===== config.mk =====
export PLATFORM = sky130hd
export DESIGN_NAME = alu_op_sched
export DESIGN_NICKNAME = d
export VERILOG_FILES = /design/src/rtl/alu_pkg.sv /design/src/rtl/alu_op_sched_rr_arb2.sv /design/src/rtl/alu_op_sched.sv
export SDC_FILE = /design/constraint.sdc
export NUM_CORES = 1
export LEC_CHECK = 0
export ABC_CLOCK_PERIOD_IN_PS = 3300
export CAP_MARGIN = 25
export CORE_ASPECT_RATIO = 0.5
export CORE_MARGIN = 5
export CORE_UTILIZATION = 40
export DETAILED_ROUTE_END_ITERATION = 10
export PLACE_DENSITY_LB_ADDON = 0.2
export SKIP_CTS_REPAIR_TIMING = 1
export SYNTH_ARGS = -nofsm -noshare
export SYNTH_HDL_FRONTEND = slang
export SYNTH_SLANG_ARGS = --single-unit

===== constraint.sdc =====
create_clock -name clk -period 3.3 [get_ports clk]
set_input_delay 0.66 -clock clk [delete_from_list [all_inputs] [get_ports clk]]
set_output_delay 0.66 -clock clk [all_outputs]
set_load 0.03 [all_outputs]

===== src/rtl/alu_pkg.sv =====
// Shared definitions for the ALU operation scheduler.
//   - op encodings presented to the ALU select lines {alu_s1, alu_s0}
//   - scheduler FSM state type
//   - pack_result(): folds the raw ALU outputs into the 8-bit response word
package alu_pkg;

    localparam logic [1:0] OP_ADD = 2'b00;
    localparam logic [1:0] OP_SUB = 2'b01;
    localparam logic [1:0] OP_CMP = 2'b10;
    localparam logic [1:0] OP_AND = 2'b11;

    typedef enum logic [1:0] {
        IDLE,
        SETTLE,
        CAPTURE,
        RESP
    } state_t;

    function automatic logic [7:0] pack_result(
        input logic [1:0] op,
        input logic       carry,
        input logic [3:0] sum,
        input logic       gt,
        input logic       eq,
        input logic       lt,
        input logic [3:0] and_v
    );
        logic [7:0] r;
        r = '0;
        case (op)
            OP_ADD,
            OP_SUB:  r = {3'b000, carry, sum};
            OP_CMP:  r = {5'b00000, gt, eq, lt};
            OP_AND:  r = {4'b0000, and_v};
            default: r = '0;
        endcase
        return r;
    endfunction

endpackage


===== src/rtl/alu_op_sched_rr_arb2.sv =====
// rr_arb2: two-way round-robin arbiter.
//   clk, rst_n : clock, async active-low reset
//   req[1:0]   : request per requester
//   en         : arbitration allowed this cycle (grant is forced to zero otherwise)
//   gnt[1:0]   : combinational one-hot grant, or zero
// When both request, the requester that was not granted last wins. The
// pointer moves only when a grant is actually issued.
module rr_arb2 (
    input  logic       clk,
    input  logic       rst_n,
    input  logic [1:0] req,
    input  logic       en,
    output logic [1:0] gnt
);

    // Last granted requester; reset to 1 so requester 0 has priority first.
    logic last;

    always_comb begin
        gnt = '0;
        if (en) begin
            case (req)
                2'b01:   gnt = 2'b01;
                2'b10:   gnt = 2'b10;
                2'b11:   gnt = last ? 2'b01 : 2'b10;
                default: gnt = '0;
            endcase
        end
    end

    always_ff @(posedge clk or negedge rst_n) begin
        if (!rst_n) begin
            last <= 1'b1;
        end else if (|gnt) begin
            last <= gnt[1];
        end
    end

endmodule


===== src/rtl/alu_op_sched.sv =====
// alu_op_sched: shares one 4-bit ALU between two requesters.
//   clk, rst_n            : clock, async active-low reset
//   req_valid/req_ready   : per-requester handshake (ready is one-hot or zero, IDLE only)
//   req_op*/req_a*/req_b* : per-requester op and operands
//   alu_s1/alu_s0/alu_a/b : registered ALU select and operands
//   alu_sum..alu_and      : raw ALU results
//   resp_valid/resp_ready : response handshake
//   resp_id/resp_data     : requester tag and packed result
// Flow: IDLE (grant + latch) -> SETTLE (SETTLE_CYCLES) -> CAPTURE -> RESP.
module alu_op_sched
    import alu_pkg::*;
#(
    parameter int unsigned SETTLE_CYCLES = 1
) (
    input  logic       clk,
    input  logic       rst_n,
    input  logic [1:0] req_valid,
    output logic [1:0] req_ready,
    input  logic [1:0] req_op0,
    input  logic [3:0] req_a0,
    input  logic [3:0] req_b0,
    input  logic [1:0] req_op1,
    input  logic [3:0] req_a1,
    input  logic [3:0] req_b1,
    output logic       alu_s0,
    output logic       alu_s1,
    output logic [3:0] alu_a,
    output logic [3:0] alu_b,
    input  logic [3:0] alu_sum,
    input  logic       alu_carry,
    input  logic       alu_gt,
    input  logic       alu_eq,
    input  logic       alu_lt,
    input  logic [3:0] alu_and,
    output logic       resp_valid,
    input  logic       resp_ready,
    output logic       resp_id,
    output logic [7:0] resp_data
);

    if (SETTLE_CYCLES < 1 || SETTLE_CYCLES > 7) begin : g_bad_settle
        $error("alu_op_sched: SETTLE_CYCLES must be in 1..7");
    end

    localparam logic [2:0] SETTLE_LOAD = 3'(SETTLE_CYCLES);

    state_t     state;
    state_t     state_nx;
    logic [1:0] gnt;
    logic [2:0] cnt;
    logic [1:0] op_r;
    logic [3:0] a_r;
    logic [3:0] b_r;
    logic       id_r;
    logic [7:0] data_r;

    rr_arb2 u_arb (
        .clk   (clk),
        .rst_n (rst_n),
        .req   (req_valid),
        .en    (state == IDLE),
        .gnt   (gnt)
    );

    always_ff @(posedge clk or negedge rst_n) begin
        if (!rst_n) begin
            state <= IDLE;
        end else begin
            state <= state_nx;
        end
    end

    always_comb begin
        state_nx = state;
        case (state)
            IDLE:    if (|gnt) state_nx = SETTLE;
            SETTLE:  if (cnt == 3'd1) state_nx = CAPTURE;
            CAPTURE: state_nx = RESP;
            RESP:    if (resp_ready) state_nx = IDLE;
            default: state_nx = IDLE;
        endcase
    end

    // The operand registers feed the ALU directly, so the ALU inputs only
    // change on a grant and simply hold through IDLE.
    always_ff @(posedge clk or negedge rst_n) begin
        if (!rst_n) begin
            cnt    <= '0;
            op_r   <= '0;
            a_r    <= '0;
            b_r    <= '0;
            id_r   <= 1'b0;
            data_r <= '0;
        end else begin
            case (state)
                IDLE: begin
                    if (|gnt) begin
                        op_r <= gnt[1] ? req_op1 : req_op0;
                        a_r  <= gnt[1] ? req_a1  : req_a0;
                        b_r  <= gnt[1] ? req_b1  : req_b0;
                        id_r <= gnt[1];
                        cnt  <= SETTLE_LOAD;
                    end
                end
                SETTLE: cnt <= cnt - 3'd1;
                CAPTURE: data_r <= pack_result(op_r, alu_carry, alu_sum,
                                               alu_gt, alu_eq, alu_lt, alu_and);
                default: ;
            endcase
        end
    end

    assign req_ready  = gnt;
    assign alu_s0     = op_r[0];
    assign alu_s1     = op_r[1];
    assign alu_a      = a_r;
    assign alu_b      = b_r;
    assign resp_valid = (state == RESP);
    assign resp_id    = id_r;
    assign resp_data  = data_r;

endmodule

==> summary.txt <==
Min path
  – Path type of the worst min-delay path: flop to flop

Clock network
  – CTS Buf Count: 3
  – H-tree depth: 1
  – CTS tree: yes
  – Root Buffer: clkbuf_8
  – Clk_lat worst skew: around 0.26 ns
  – Clk sinks: 22
  – CTS clk-pin slew, worst paths: 0.08 ns
  – Clk buf depth: 2

Routing
  – # DRC: 0
  – Wire length per cell: 13.5 um
  – Antenna Violating Nets Remaining: 0
  – Pre-antenna DRT Iters: 4
  – Final WL: approximately 3.1 mm
  – Vias per cell: about 5
  – Drt initial violations: 21
  – Via count: 1,167

Timing
  – Setup violations, final: 0
  – Worst Skew: approximately 0.003 ns
  – Slew headroom: between 50% and 60%
  – Fmax: roughly 340 MHz
  – Hold Vio Cnt, Final: 0
  – Final Cycle Share: 89.2%
  – Clock period minus worst slack: around 3 ns
  – Slew Viols, Final: 0
  – RSZ-0062 raised after global routing: no
  – TNS Setup: 0 ns
  – WHS: roughly 0.51 ns
  – Worst slew pin tran: 0.617 ns

Setup path
  – Req. time, crit path: 2.64 ns
  – Cell repeated most along the worst path: clkdlybuf4s50_1
  – Slowest CP cell: clkdlybuf4s50_1
  – Crit path max-delay family: buffers and inverters
  – Critical path endpoint category: output port
  – Critical path cell sequence: clkdlybuf4s50_1, nand2_1, a21oi_1, clkdlybuf4s50_1
  – Reg-to-reg slack, setup: ~1.5 ns
  – CP Max Fanout: 6
  – Worst path bufs/invs: 2
  – Critical Path Max Stage Delay: approximately 0.7 ns
  – Startpoint Class: input pin
  – CP Class: input pin to output port
  – Worst EP arrival: 2.29 ns

Global routing
  – First-pass GRT wire length: 5.02 mm
  – GRT Total Usage: around an eighth
  – Initial antenna violation count: 0
  – Grt ovf: 0
  – Largest net degree at the start of global routing: 23
  – Number of global-route vias before repair: approximately 1,100

Cells and area
  – ANT cells: 0
  – Nets: around 240
  – Non-filler cells, final: about 230
  – Share of post-route cells with drive strength above 1: under 10%
  – Synthesis-to-finish area growth: 48.9%
  – Fill count: 275

Logic synthesis
  – Synth Register Bits: 22
  – Main combinational cell family by area after synthesis: simple AND/OR/NAND/NOR gates
  – Sequential element share of the synthesized area: 42.4%
  – Post-Synth Simple-Gate Area: 17.5%
  – Post-synth top area cell: dfrtp_1
  – Synth top area share: a little over 40%
  – Ranking of synthesized cells by area: dfrtp_1 40%, ha_1 6.7%, nor2_1 5.8%
  – Prevailing post-synth register cell: dfrtp_1
  – Synth unique cells: 31
  – Async set or reset register ratio after synthesis: 100%
  – Synth Area in Compound Gates: 17.4%
  – XOR/XNOR share of the synthesized area: 0.673%
  – Syn Area/Cell: 9.29 um2
  – Commonest cells in the netlist: 21 x dfrtp_1, 20 x nor2_1, 11 x a31oi_1, 11 x nand3_1
  – Post-synthesis adder-cell area fraction: between 6 and 7%
  – Most frequent cell after synthesis: dfrtp_1
  – Yosys Warn Count: 0
  – Mux cell area share after synthesis: between 6 and 7%
  – Post-Syn Area: 0.00130 mm2
  – EDFF count, synth: 0
  – Synth Instances: 140

Floorplanning
  – Die Y: 50.3 um
  – FP Rows: 14
  – Initial core utilization: 42.4%
  – Die W: between 90 and 100 um
  – Die footprint: ~0.0046 mm2
  – I/O Pins: 59
  – Core area: 0.00307 mm2

Run status
  – Outcome: completed

Placement
  – RePlAce Congestion: 0.680
  – Placed cells: between 200 and 250
  – Detailed placer's ending HPWL: about 2.4 mm
  – IO buf count: between 50 and 60

Power and ir drop
  – VDD IR max: 0.389 mV
  – LEAKAGE: about 0.81 nW
  – PD cells: 916 mW/mm2

Run
  – Max_cap viols: 0
[final timing paths]
kind	depth (start not counted)	startpoint	end
min	1	resp_data[2]	resp_data[2]
max in group asynchronous	3	rst_n	u_arb.last
min reg2reg	1	resp_data[2]	resp_data[2]
max	4	req_valid[0]	req_ready[0]
min in group asynchronous	1	rst_n	cnt[0]
max reg2reg	5	state[0]	alu_b[0]
[per-layer routing]
layer | vias to the layer above | wire length [um] | GRT usage, %
li1 | 586 | - | -
met1 | 546 | 1350 | 15.7
met2 | 35 | 1600 | 24.5
met3 | 0 | 190 | 3.88
met4 | 0 | 0 | 2.97
met5 | - | 0 | 0
[metrics by stage]
step	util [%]	worst slack, ns	power [mW]	instance area [um2]
3_5_place_dp	60.5	0.403	1.60	1860
5_1_grt	63.2	0.296	1.90	1940
4_1_cts	62.3	0.394	1.80	1910
6_report	63.2	0.355	1.78	1940
2_1_floorplan	-	1.21	1.24	1310
3_3_place_gp	60.5	0.406	1.57	1860
[sequential cells by signal (all words and copies together), names as in the netlist]
register	cells
u_arb.last	1
op_r	2
state	2
cnt	3
resp_data	5
alu_b	4
alu_a	4
resp_id	1
[power breakdown]
group	switching (mW)	internal [mW]
Sequential	0.104	0.410
Clock	0.0877	0.106
Combinational	0.579	0.489
Total	0.770	1.01
[layout by cell type (no fill, tap or decap)]
master and n:
a211o_1 1, a21oi_1 5, a221oi_4 1, a311o_1 1, a31oi_1 11, and2_1 2, buf_16 1, buf_4 3
clkbuf_8 4, clkdlybuf4s50_1 55, conb_1 3, dfrtp_1 21, dfstp_2 1, ha_1 7, inv_1 8, mux2_2 3
mux2_4 1, mux2i_1 4, nand2_1 5, nand2b_1 4, nand3_1 11, nand3b_1 2, nor2_1 20, nor3b_1 1
nor3b_4 1, o21a_1 1, o21ai_0 5, o21ai_1 8, o221ai_1 1, o22ai_1 1, xnor2_1 1
[logic make-up after synthesis]
group           after synthesis
simple gates                 46
compound gates               35
flops                        22
buf+inv                      20
mux                           8
fa+ha+maj                     7
other cells                   1
xor+xnor                      1
[area by class of cell]
class / count / area (um2) / area share [%]
well taps: 40 / 50.0 / 2.58
clock buffers: 4 / 55.1 / 2.84
inverters: 8 / 30.0 / 1.55
flip-flops and latches: 22 / 552 / 28.5
repair buffers: 59 / 601 / 31.0
multi-input cells: 100 / 651 / 33.6
Power figures use the tool's default switching activity.
